<file path="src/rtl/enemy_ammo_pkg.sv">
// -----------------------------------------------------------------------------
// enemy_ammo_pkg
// Shared types and constants for the enemy projectile controller.
//   COORD_W      : width of every screen coordinate
//   DEF_*        : default screen / sprite geometry
//   slot_t       : state of one projectile slot (active flag + top-left x/y)
//   SLOT_RESET   : value of a slot after reset (inactive at the origin)
// -----------------------------------------------------------------------------
package enemy_ammo_pkg;

    localparam int COORD_W      = 10;
    localparam int DEF_SCREEN_H = 480;
    localparam int DEF_AMMO_W   = 8;
    localparam int DEF_AMMO_H   = 8;

    typedef struct packed {
        logic               active;
        logic [COORD_W-1:0] x;
        logic [COORD_W-1:0] y;
    } slot_t;

    localparam slot_t SLOT_RESET = '{active: 1'b0, x: '0, y: '0};

endpackage

</file>
<file path="src/rtl/enemy_ammo_slot.sv">
// -----------------------------------------------------------------------------
// enemy_ammo_slot
// One projectile slot: holds its state, applies clear / spawn / move, and
// tests the current scan pixel against its sprite box.
// Ports:
//   Clk, Reset          : clock, asynchronous active-high reset
//   spawn               : load spawn_x/spawn_y and become active
//   move                : frame tick, move down by SPEED (retire past bottom)
//   clear               : retire; wins over spawn and move
//   spawn_x, spawn_y    : spawn origin (sprite top-left)
//   draw_x, draw_y      : current scan pixel
//   active, x, y        : registered slot state
//   hit                 : scan pixel lies inside this active sprite
//   rel_addr            : sprite ROM address of the pixel (valid when hit)
// -----------------------------------------------------------------------------
module enemy_ammo_slot
    import enemy_ammo_pkg::*;
#(
    parameter int AMMO_W   = DEF_AMMO_W,
    parameter int AMMO_H   = DEF_AMMO_H,
    parameter int SPEED    = 2,
    parameter int SCREEN_H = DEF_SCREEN_H,
    parameter int ADDR_W   = 6
) (
    input  logic               Clk,
    input  logic               Reset,
    input  logic               spawn,
    input  logic               move,
    input  logic               clear,
    input  logic [COORD_W-1:0] spawn_x,
    input  logic [COORD_W-1:0] spawn_y,
    input  logic [COORD_W-1:0] draw_x,
    input  logic [COORD_W-1:0] draw_y,
    output logic               active,
    output logic [COORD_W-1:0] x,
    output logic [COORD_W-1:0] y,
    output logic               hit,
    output logic [ADDR_W-1:0]  rel_addr
);

    slot_t            slot_q, slot_d;
    logic [COORD_W:0] moved_y;
    logic [COORD_W:0] dx, dy;
    logic [COORD_W:0] x_end, y_end;

    // NOTE: every signal written here gets a default first, so no path
    // through the block leaves it unassigned and no latch is inferred.
    always_comb begin
        slot_d  = slot_q;
        moved_y = {1'b0, slot_q.y} + (COORD_W+1)'(SPEED);

        if (clear) begin
            slot_d.active = 1'b0;
        end else if (spawn) begin
            slot_d = '{active: 1'b1, x: spawn_x, y: spawn_y};
        end else if (move && slot_q.active) begin
            // Sum is one bit wider so running off the bottom never wraps.
            if (moved_y > (COORD_W+1)'(SCREEN_H - 1)) begin
                slot_d.active = 1'b0;
            end else begin
                slot_d.y = moved_y[COORD_W-1:0];
            end
        end
    end

    // NOTE: reset is asynchronous, so it sits in the sensitivity list;
    // the state register uses non-blocking assignments only.
    always_ff @(posedge Clk or posedge Reset) begin
        if (Reset) begin
            slot_q <= SLOT_RESET;
        end else begin
            slot_q <= slot_d;
        end
    end

    // Box test in COORD_W+1 bits so a sprite near x/y=1023 does not wrap.
    always_comb begin
        x_end    = {1'b0, slot_q.x} + (COORD_W+1)'(AMMO_W);
        y_end    = {1'b0, slot_q.y} + (COORD_W+1)'(AMMO_H);
        dx       = {1'b0, draw_x} - {1'b0, slot_q.x};
        dy       = {1'b0, draw_y} - {1'b0, slot_q.y};
        hit      = slot_q.active
                 && (draw_x >= slot_q.x) && ({1'b0, draw_x} < x_end)
                 && (draw_y >= slot_q.y) && ({1'b0, draw_y} < y_end);
        rel_addr = ADDR_W'(dy * AMMO_W + dx);
    end

    assign active = slot_q.active;
    assign x      = slot_q.x;
    assign y      = slot_q.y;

endmodule

</file>
<file path="src/rtl/enemy_ammo_controller.sv">
// -----------------------------------------------------------------------------
// enemy_ammo_controller
// Owns all live enemy projectiles: periodic spawning from the enemy,
// per-frame downward motion, retirement at the bottom edge or on collision,
// and a 2-stage per-pixel path producing the sprite ROM address and the
// palette index / coverage flag for the current scan pixel.
// Ports:
//   Clk, Reset            : clock, asynchronous active-high reset
//   frame_start           : one-cycle pulse at start of vertical blank
//   enemy_x, enemy_y      : spawn origin (sprite top-left)
//   enemy_alive           : firing enabled
//   hit_clear             : per-slot retire request from collision logic
//   DrawX, DrawY          : current scan pixel
//   rom_addr              : registered sprite ROM address
//   rom_data              : sprite ROM output, one cycle after rom_addr
//   ammo_on, ammo_index   : pixel covered / palette index (2-cycle latency)
//   ammo_active           : slot occupancy
//   ammo_x, ammo_y        : packed slot positions, slot i at [i*10 +: 10]
// Build option: define ENEMY_AMMO_TRANSPARENCY_EN to treat palette index 0
// as transparent (ammo_on forced low for such pixels).
// -----------------------------------------------------------------------------
module enemy_ammo_controller
    import enemy_ammo_pkg::*;
#(
    parameter int NUM_SHOTS   = 4,
    parameter int AMMO_W      = DEF_AMMO_W,
    parameter int AMMO_H      = DEF_AMMO_H,
    parameter int SPEED       = 2,
    parameter int FIRE_PERIOD = 60,
    parameter int SCREEN_H    = DEF_SCREEN_H,
    localparam int ADDR_W     = $clog2(AMMO_W * AMMO_H)
) (
    input  logic                         Clk,
    input  logic                         Reset,
    input  logic                         frame_start,
    input  logic [COORD_W-1:0]           enemy_x,
    input  logic [COORD_W-1:0]           enemy_y,
    input  logic                         enemy_alive,
    input  logic [NUM_SHOTS-1:0]         hit_clear,
    input  logic [COORD_W-1:0]           DrawX,
    input  logic [COORD_W-1:0]           DrawY,
    output logic [ADDR_W-1:0]            rom_addr,
    input  logic [3:0]                   rom_data,
    output logic                         ammo_on,
    output logic [3:0]                   ammo_index,
    output logic [NUM_SHOTS-1:0]         ammo_active,
    output logic [NUM_SHOTS*COORD_W-1:0] ammo_x,
    output logic [NUM_SHOTS*COORD_W-1:0] ammo_y
);

    localparam int             FC_W      = (FIRE_PERIOD > 1) ? $clog2(FIRE_PERIOD) : 1;
    localparam logic [FC_W-1:0] FIRE_LAST = FC_W'(FIRE_PERIOD - 1);

    logic [FC_W-1:0]      fire_cnt_q, fire_cnt_d;
    logic                 fire_attempt;
    logic                 spawn_found;
    logic [NUM_SHOTS-1:0] spawn_vec;
    logic [NUM_SHOTS-1:0] slot_active;
    logic [NUM_SHOTS-1:0] slot_hit;
    logic [ADDR_W-1:0]    slot_addr [NUM_SHOTS];

    logic [ADDR_W-1:0]    rom_addr_q, rom_addr_d;
    logic                 hit1_q, hit1_d;
    logic                 ammo_on_q, ammo_on_d;

    // ---------------- fire timer ----------------
    always_comb begin
        fire_cnt_d   = fire_cnt_q;
        fire_attempt = 1'b0;
        if (frame_start) begin
            if (fire_cnt_q == FIRE_LAST) begin
                fire_cnt_d   = '0;
                fire_attempt = 1'b1;
            end else begin
                fire_cnt_d = fire_cnt_q + 1'b1;
            end
        end
    end

    // Lowest free slot takes the shot; a slot being cleared this cycle still
    // counts as occupied, so the shot is dropped rather than landing there.
    always_comb begin
        spawn_vec   = '0;
        spawn_found = 1'b0;
        for (int i = 0; i < NUM_SHOTS; i++) begin
            if (!spawn_found && fire_attempt && enemy_alive
                && !slot_active[i] && !hit_clear[i]) begin
                spawn_vec[i] = 1'b1;
                spawn_found  = 1'b1;
            end
        end
    end

    // ---------------- slots ----------------
    for (genvar g = 0; g < NUM_SHOTS; g++) begin : g_slot
        enemy_ammo_slot #(
            .AMMO_W   (AMMO_W),
            .AMMO_H   (AMMO_H),
            .SPEED    (SPEED),
            .SCREEN_H (SCREEN_H),
            .ADDR_W   (ADDR_W)
        ) u_slot (
            .Clk      (Clk),
            .Reset    (Reset),
            .spawn    (spawn_vec[g]),
            .move     (frame_start),
            .clear    (hit_clear[g]),
            .spawn_x  (enemy_x),
            .spawn_y  (enemy_y),
            .draw_x   (DrawX),
            .draw_y   (DrawY),
            .active   (slot_active[g]),
            .x        (ammo_x[g*COORD_W +: COORD_W]),
            .y        (ammo_y[g*COORD_W +: COORD_W]),
            .hit      (slot_hit[g]),
            .rel_addr (slot_addr[g])
        );
    end

    // ---------------- pixel pipeline ----------------
    // Walking from the highest index down lets the lowest hitting slot
    // overwrite the others, giving lowest-index priority without a flag.
    always_comb begin
        rom_addr_d = '0;
        hit1_d     = 1'b0;
        for (int i = NUM_SHOTS - 1; i >= 0; i--) begin
            if (slot_hit[i]) begin
                hit1_d     = 1'b1;
                rom_addr_d = slot_addr[i];
            end
        end
        ammo_on_d = hit1_q;
    end

    always_ff @(posedge Clk or posedge Reset) begin
        if (Reset) begin
            fire_cnt_q <= '0;
            rom_addr_q <= '0;
            hit1_q     <= 1'b0;
            ammo_on_q  <= 1'b0;
        end else begin
            fire_cnt_q <= fire_cnt_d;
            rom_addr_q <= rom_addr_d;
            hit1_q     <= hit1_d;
            ammo_on_q  <= ammo_on_d;
        end
    end

    assign rom_addr    = rom_addr_q;
    assign ammo_index  = rom_data;
    assign ammo_active = slot_active;

    // rom_data arrives in the same cycle as ammo_on_q, so the transparency
    // test is applied on the output rather than before the register.
`ifdef ENEMY_AMMO_TRANSPARENCY_EN
    assign ammo_on = ammo_on_q && (rom_data != 4'h0);
`else
    assign ammo_on = ammo_on_q;
`endif

endmodule

</file>
<file path="config.mk">
export PLATFORM = sky130hd
export DESIGN_NAME = enemy_ammo_controller
export DESIGN_NICKNAME = d
export VERILOG_FILES = /design/src/rtl/enemy_ammo_pkg.sv /design/src/rtl/enemy_ammo_slot.sv /design/src/rtl/enemy_ammo_controller.sv
export SDC_FILE = /design/constraint.sdc
export NUM_CORES = 1
export LEC_CHECK = 0
export CAP_MARGIN = 20
export CORE_UTILIZATION = 32
export CTS_CLUSTER_DIAMETER = 50
export CTS_CLUSTER_SIZE = 20
export DETAILED_ROUTE_END_ITERATION = 12
export GPL_ROUTABILITY_DRIVEN = 0
export PLACE_DENSITY_LB_ADDON = 0.25
export SKIP_LAST_GASP = 1
export SLEW_MARGIN = 20
export SYNTH_ARGS = -nofsm -noshare
export SYNTH_HDL_FRONTEND = slang
export SYNTH_HIERARCHICAL = 1
export SYNTH_SLANG_ARGS = --single-unit
</file>
<file path="constraint.sdc">
create_clock -name Clk -period 5.2 [get_ports Clk]
set_clock_uncertainty 0.05 [all_clocks]
set_input_delay 1.04 -clock Clk [delete_from_list [all_inputs] [get_ports Clk]]
set_output_delay 1.04 -clock Clk [all_outputs]
set_load 0.05 [all_outputs]
</file>
Yosys cells after proc, flatten, opt, wreduce, memory -nomap -nowiden
Index checks and enable logic that the tools add are counted.
- output and inout port bits: 95
- logic and storage cells: 185
- flip-flop bits (word level): 98
- reductions and logical operators: 70
- bitwise logic cells: 4
- order comparisons: 20
- mux-type cells: 45
- $add $sub $neg: 25
- eq/ne operators: 5
- operators by type and width (operator ; number):
    10-bit 2-to-1 mux ; 12
    10-bit by 4-bit adder with 11-bit output, second input constant ; 8
    10-bit by 11-bit less-than comparator with 1-bit output ; 8
    10-bit >= comparator ; 8
    10-bit by 2-bit adder with 11-bit output, second input constant ; 4
    11-bit by 9-bit > comparator with 1-bit output, second input constant ; 4
    1-bit logical AND ; 35
    6-bit 2-to-1 mux ; 5
    1-bit 2-to-1 mux ; 28
    6-bit adder ; 4
    3-bit nonzero test ; 8
    6-bit subtractor ; 4
    2-bit AND reduction ; 8
    3-bit AND reduction ; 4
    3-bit subtractor ; 4
    1-bit zero test ; 11
    2-bit by 1-bit != test with 1-bit output, second input constant ; 4
    2-bit nonzero test ; 4
    6-bit by 1-bit adder with 6-bit output, second input constant ; 1
    6-bit == test, second input constant ; 1
    1-bit NOT ; 4

Longest topological paths before layout
Gate-level depths: netlist (run 1).
- depth after elaboration: 27
- depth in mapped cells: 14
- gate-level depth less buffers: 13

Hierarchy
The synthesis (run 1) kept the hierarchy.
- by module, submodules not included (module ; sequential area each (um^2) ; area each (um^2) ; times used ; cells an instance):
    enemy_ammo_slot (g_slot[1].u_slot ...) ; 525.5 ; 2479.9 ; 2 ; 292
    enemy_ammo_slot (g_slot[3].u_slot) ; 525.5 ; 2412.3 ; 1 ; 284
    enemy_ammo_slot (g_slot[0].u_slot) ; 525.5 ; 2303.5 ; 1 ; 266
    enemy_ammo_controller ; 350.3 ; 802.0 ; 1 ; 81

Least setup slack after synthesis (run 1)
OpenSTA, ideal clock, no wires.
- path kind: input to register
- from: in DrawX[0]
- to: reg rom_addr_q[0] (netlist: rom_addr[0])
- path slack: 1894 ps
- stages on the path: 12
- required time: 5055 ps
- data arrival time: 3160 ps
- path through: inv_1 ha_1 fa_1 a21bo_2 a21o_1 a21oi_1 o311ai_0 nand3_1 nor3_1 nor2b_1 a221oi_1 o31ai_1
- longest elaborated chain between the ends: 9
- elaborated cells on any way between the ends: 36
- ends and longest elaborated chain (item ; RTL line ; source):
    start: declaration ; enemy_ammo_controller.sv:40 ; input logic [COORD_W-1:0] DrawX,
    10-bit >= comparator ; enemy_ammo_slot.sv:83 ; && (draw_x >= slot_q.x) && ({1'b0, draw_x} < x_end)
    1-bit logical AND ; enemy_ammo_slot.sv:83 ;
    1-bit logical AND * ; enemy_ammo_slot.sv:83 ;
    1-bit logical AND * (2 in a row) ; enemy_ammo_slot.sv:84 ; && (draw_y >= slot_q.y) && ({1'b0, draw_y} < y_end);
    named net slot_hit[3] ; enemy_ammo_controller.sv:59 ; logic [NUM_SHOTS-1:0] slot_hit;
    6-bit 2-to-1 mux * (4 in a row) ; enemy_ammo_controller.sv:127 ; if (slot_hit[i]) begin
    named net rom_addr_d[0] ; enemy_ammo_controller.sv:62 ; logic [ADDR_W-1:0] rom_addr_q, rom_addr_d;
    end signal: assignment ; enemy_ammo_controller.sv:143 ; rom_addr_q <= rom_addr_d;
    end: declaration ; enemy_ammo_controller.sv:62 ;
The timed path passes the listed nets; every way through them passes the cells marked *.
A chain may end at the register's enable or synchronous reset.

Worst setup path in the final report (run 1)
- from: in DrawX[0]
- to: reg rom_addr_q[2] (netlist: rom_addr[2])
The elaborated chain is that of the path after synthesis.

==> impl_results.md, run 1 <==
- Initial DRT Pass Iterations: 5
- Reg2reg setup slack: 1.82 ns
- Net count after synthesis: 1460
- Post-synthesis sequential area ratio: 23.4%
- HP Class: register to register
- Post-synthesis cell count: between 1000 and 1500
- CTS Sinks: between 90 and 100
- Cells after DPL: approximately 1800
- Grt total ovfl: 0
- Power per cell area: between 150 and 200 nW/um^2
- Hold Buf Count CTS: 0
- Crit share post-route: between 70% and 80%
- Io pins: 147
- Clk pwr share: between 30% and 40%
- Clock transition at path regs: ~0.07 ns
- Hold Startpoint: ammo_on_d
- Drt total wl: ~34000 microns
- Fmax: approximately 0.24 GHz
- Yosys reg bits: 98
- Ant. Diodes: 0
- CTS root buffer: clkbuf_16
- Area after DPL: around 12000 sq um
- Worst-Margin Slew: slightly below 1 ns
- Hold path depth: 0
- I/O Buffers: approximately 140
- Busiest grt layer: met2
- Max-cap violations: 0
- CTS buffer count: 9
- Count leader, synth: ha_1
- Core box area: 31900 sq um
- Ys Warns: 6
- H-tree depth: 3
- Via density: 5.36
- DR vias: 9574
- NetSw: 0.643 mW
- Dpl ws: between 0.7 and 0.8 ns
- R2r startpoint: g_slot[2].u_slot/x[3]
- Crit end category: register
- Min Tclk post-route: roughly 4.1 ns
- Syn Area/Cell: 8.62 sq um
- Cell taking the most area after synthesis: dfrtp_1
- Final Hold Viols: 0
- First-pass GRT wire length: between 50000 and 60000 microns
- Post-synth ARST share: 100%
- Synth top cells by count: 169 x ha_1, 151 x inv_1, 119 x nand2_1
- Design Power: slightly below 2 mW
- Internal power: 1.32 mW
- CP max FO: 5
- Final instance area: 12600 sq um
- Met1 global-route usage: roughly 29%
- GRT Overall Usage: around a fifth
- Status: completed
- Setup violations, final: 0
- VDD IR max: ~0.00016 V
- Yosys cell types: just under 80
- Yosys top cell area share: between 20% and 30%
- Leakage Power: 5.65 nW
- WP data arrival: 4.34 ns
- Number of enable flip-flop cells after synthesis: 0
- Nets: ~1600
- Slew HR: 35.1%
- Die Ht: ~180 microns
- Combinational share of power: 24.4%
- CTS tree: yes
- Share of post-route cells with drive strength above 1: under 10%
- Worst hold slack: between 0.3 and 0.4 ns
- Final Non-Filler Cells: about 1800
- Met3 usage in global routing: under 10%
- Sequential fraction of design power: a little over two fifths
- Area growth syn-to-layout: 20.5%
- WL/cell: between 15 and 20 microns
- Setup TNS: 0 ns
- RSZ-0062 raised after global routing: no
- WS Path Type: input port to register
- Total die area: approximately 33000 sq um
- Detailed placement HPWL: around 28000 microns
- Starting Density: between 30% and 40%
- Pin count of the biggest net entering global routing: 23
- Worst Path Required: ~5.4 ns
- Vias in the first global route: a little over 9000
- Row cnt: 65
- Post-CTS setup buffers: 0
- Clock Path Buffers: 2
- Antenna violations before repair: 0
- Sw frac: 32.7%
- Width of the die: ~180 microns
- Post-cts resize count: 0
- Clk Latency, worst-skew pair: approximately 0.35 ns
- Finished Core Util: 39.6%
- Met2 Use GR: 34.4%
- Critical path startpoint: DrawX[0]
- Post-Syn Area: 10500 sq um
- Final slew viol count: 0
- Synth area leaders: dfrtp_1 23%, ha_1 20%, xnor2_1 5.7%
- Post-DRT Antenna Nets: 0
- Final WS setup: around 1.1 ns
- CP startpoint kind: input port
- Top_reg_cell synth: dfrtp_1
- Post-route DRC violation count: 0
- R2R cell count: 14
- Iteration-0 DRC Markers: about 700
worst paths after layout:
kind	to
worst min-delay path	ammo_on
max in group asynchronous	g_slot[3].u_slot/active
worst max-delay path	rom_addr[2]
worst max register to register	rom_addr[0]
min in group asynchronous	g_slot[1].u_slot/active
worst min register to register	ammo_on
state kept, by name, indices dropped and copies added (netlist names):
signal and flops:
g_slot.u_slot/x 40, rom_addr 6, fire_cnt_q 6, g_slot.u_slot/active 4
ammo_on_d 1, g_slot.u_slot/y 40, ammo_on 1
cells by family (layout without fill, tap and decap cells):
group	after synthesis	count (layout)	synth area share [%]
and+or+nand+nor	335	335	16.3
AOI/OAI and AO/OA	311	311	20.5
adders and majority gates	193	193	24.8
buffers and inverters	190	326	7.51
DFF	98	98	23.4
xor gates and xnor gates	78	78	6.52
muxes	10	10	0.991
metal layers:
layer,part of all wire [%],vias up
met5,0,-
met4,1.6,0
met3,5.4,41
met2,46,299
met1,47,4607
li1,-,4627
cell usage in the layout (no fill, tap or decap), types with 39 or more instances in the layout:
master,instances
xnor2_1,68
inv_1,149
dfrtp_1,98
ha_1,169
nand3_1,39
nand2_1,119
clkdlybuf4s50_1,138
o21ai_0,82
a21oi_1,54
nor2_1,49
layout make-up:
type | instances | area (sq um)
multi-input cells | 927 | 7250
flip-flops and latches | 98 | 2450
clock buffers | 10 | 229
fillers | 3357 | 19300
repair buffers | 157 | 1530
clock inverters | 6 | 42.5
inverters | 153 | 574
well taps | 435 | 544
power groups by stage:
stage / sequential (mW) / clock [mW] / combinational, mW
floorplan: 0.851 / 0 / 0.287
global route: 0.831 / 0.710 / 0.540
detailed placement: 0.839 / 0 / 0.480
CTS: 0.824 / 0.684 / 0.483
global placement: 0.839 / 0 / 0.471
finish: 0.825 / 0.659 / 0.479
worst max-delay path, stage by stage:
cell and delay (ns):
clkdlybuf4s50_1 0.57, inv_1 0.07, ha_1 0.23, fa_1 0.35, a21bo_2 0.19, a21o_1 0.10
a21oi_1 0.08, o311ai_0 0.43, nand3_1 0.16, nor3_1 0.33, nor2b_1 0.40, a221oi_1 0.14
o31ai_1 0.25
Power figures use the tool's default switching activity.
==> run 2, diff against run 1 <==
Clock period 5.2 ns to 3.4 ns, I/O delays scaled along.
==> run 2 against run 1 <==
  * Die area unchanged
  * Global-route usage up 0.34 points
  * Critical path depth up 1
  * Sequential share of layout area down 1.1 points
  * Sequential power up 53%
  * Via count up 3.0%
  * Cell count up 4.3%
  * Wire length up 2.3%
  * Core utilization up 2.4 points
  * Critical endpoint is now rom_addr[4]
==> impl_results.md, run 2 (same netlist as run 1, synthesis figures left out) <==
- Ant. Diodes: 0 (unchanged)
- Crit share post-route: 94.5%
- DR vias: 9864 (+3.0%)
- Antenna violations before repair: 0 (unchanged)
- CP startpoint kind: input port
- CTS Sinks: 98 (unchanged)
- Design Power: 3.21 mW (+64%)
- Setup TNS: 0 ns (unchanged)
- Final Hold Viols: 0 (unchanged)
- CTS root buffer: clkbuf_16
- Detailed placement HPWL: 28500 microns (+3.1%)
- Vias in the first global route: 9541 (+2.0%)
- Drt total wl: 35200 microns (+2.3%)
- First-pass GRT wire length: 55300 microns (+2.0%)
- VDD IR max: 0.000264 V (+70%)
- Power per cell area: 240 nW/um^2 (+54%)
- Max-cap violations: 0 (unchanged)
- Row cnt: 65 (unchanged)
- Slew HR: 38.9% (+3.8 points)
- R2r startpoint: g_slot[2].u_slot/x[3]
- Grt total ovfl: 0 (unchanged)
- Min Tclk post-route: 3.21 ns
- Total die area: 33500 sq um (unchanged)
- Clock transition at path regs: 0.07 ns (about the same)
- Post-DRT Antenna Nets: 0 (unchanged)
- Critical path startpoint: DrawX[3]
- Number of fill cells: 3223 (-4.0%)
- Die Ht: 183 microns (unchanged)
- Worst-Margin Slew: 0.915 ns (-0.0527 ns)
- RSZ-0062 raised after global routing: no
- H-tree depth: 3 (unchanged)
- WS Path Type: input port to register
- Via density: 5.29 (-1.2%)
- Status: completed
- Hold Buf Count CTS: 0 (unchanged)
- WP data arrival: 3.41 ns (-0.93 ns)
- Io pins: 147 (unchanged)
- Most common cell after layout, fill and taps aside: ha_1
- Core box area: 31900 sq um (unchanged)
- Hold Startpoint: ammo_on_d
- Pin count of the biggest net entering global routing: 22 (-4.3%)
- Storage cell area: 2450 sq um (+0.10%)
- Clk Latency, worst-skew pair: 0.36 ns (about the same)
- Initial DRT Pass Iterations: 5 (unchanged)
- Starting Density: 32.9% (unchanged)
- Fmax: approximately 0.31 GHz
- Setup violations, final: 0 (unchanged)
- I/O Buffers: 138 (unchanged)
- Share of post-route cells with drive strength above 1: 11.1% (+5.7 points)
- Crit end category: register
- GRT Overall Usage: 21.4% (+0.34 points)
- HP Class: register to register
- Clock Path Buffers: 2 (unchanged)
- Worst Path Required: 3.60 ns (-1.81 ns)
- CTS tree: yes
- Post-route DRC violation count: 0 (unchanged)
- CP max FO: 12 (+7)
- Commonest cells after routing, fill and taps aside: 169 x ha_1, 151 x inv_1, 135 x clkdlybuf4s50_1
- WL/cell: 18.9 microns (-1.9%)
- Width of the die: 183 microns (unchanged)
- Worst hold slack: 0.349 ns (+0.00297 ns)
- Final slew viol count: 0 (unchanged)
- CTS buffer count: 9 (unchanged)
- Area growth syn-to-layout: 27.7%
- Leakage Power: 6.12 nW (+8.4%)
- Nets: 1669 (+4.9%)
- Finished Core Util: 42.0% (+2.4 points)
- Multi-input gate area: 7290 sq um (+0.54%)
- Iteration-0 DRC Markers: 724 (+3.1%)
-- run 2: timing repair --
action | in CTS | in global routing
pin swaps | 0 | 1
gates resized for setup | 3 | 11
cloned | 0 | 0
buffers inserted | 0 | 2
endpoints found under the setup margin | 5 | 6
-- run 2: through the flow --
stage / cell area (sq um) / worst slack [ns] / cells
2_1_floorplan: 10500 / 0.136 / 1215
3_3_place_gp: 13000 / -0.331 / 1845
3_5_place_dp: 13000 / -0.517 / 1845
4_1_cts: 13300 / 0.00325 / 1860
5_1_grt: 13400 / 0.0230 / 1863
6_report: 13400 / 0.186 / 1863
-- run 2: path summary, 6_finish.rpt --
| path | end | slack (ns) | cells past startpoint |
|---|---|---|---|
| worst max-delay path | rom_addr[4] | 0.19 | 14 |
| worst min-delay path | ammo_on | 0.35 | 0 |
| worst max register to register | rom_addr[2] | 0.25 | 14 |
| worst min register to register | ammo_on | 0.35 | 0 |
| max in group asynchronous | g_slot[3].u_slot/x[4] | 1.74 | 2 |
| min in group asynchronous | g_slot[0].u_slot/y[9] | 0.84 | 2 |
-- run 2: final cells by class --
type,count,share of cell area [%]
Inverter,153,4.29
Clock inverter,3,0.355
Multi-Input combinational cell,927,54.5
Timing Repair Buffer,235,16.5
Sequential cell,98,18.3
Tap cell,435,4.07
Clock buffer,12,1.99
-- run 2: critical path, stage by stage --
cell	delay (ns)
clkdlybuf4s50_1	0.46
buf_12	0.17
ha_1	0.33
nand2_1	0.08
a21oi_1	0.04
a211oi_1	0.38
o21ai_0	0.18
nor4_2	0.27
nor4_4	0.08
buf_4	0.15
buf_4	0.16
a21oi_1	0.13
o21ai_0	0.10
a22o_1	0.19
-- run 2: per-layer routing --
| metal | global-route usage (%) | vias to the layer above | routed length [microns] |
|---|---|---|---|
| li1 | - | 4779 | - |
| met1 | 29.9 | 4727 | 16600 |
| met2 | 34.6 | 317 | 16100 |
| met3 | 3.02 | 41 | 1810 |
| met4 | 5.40 | 0 | 720 |
| met5 | 0 | - | 0 |
-- run 2: power breakdown --
| group | switching (mW) | internal (mW) |
|---|---|---|
| sequential | 0.0553 | 1.21 |
| combinational | 0.436 | 0.363 |
| clock | 0.518 | 0.632 |
| total | 1.01 | 2.20 |
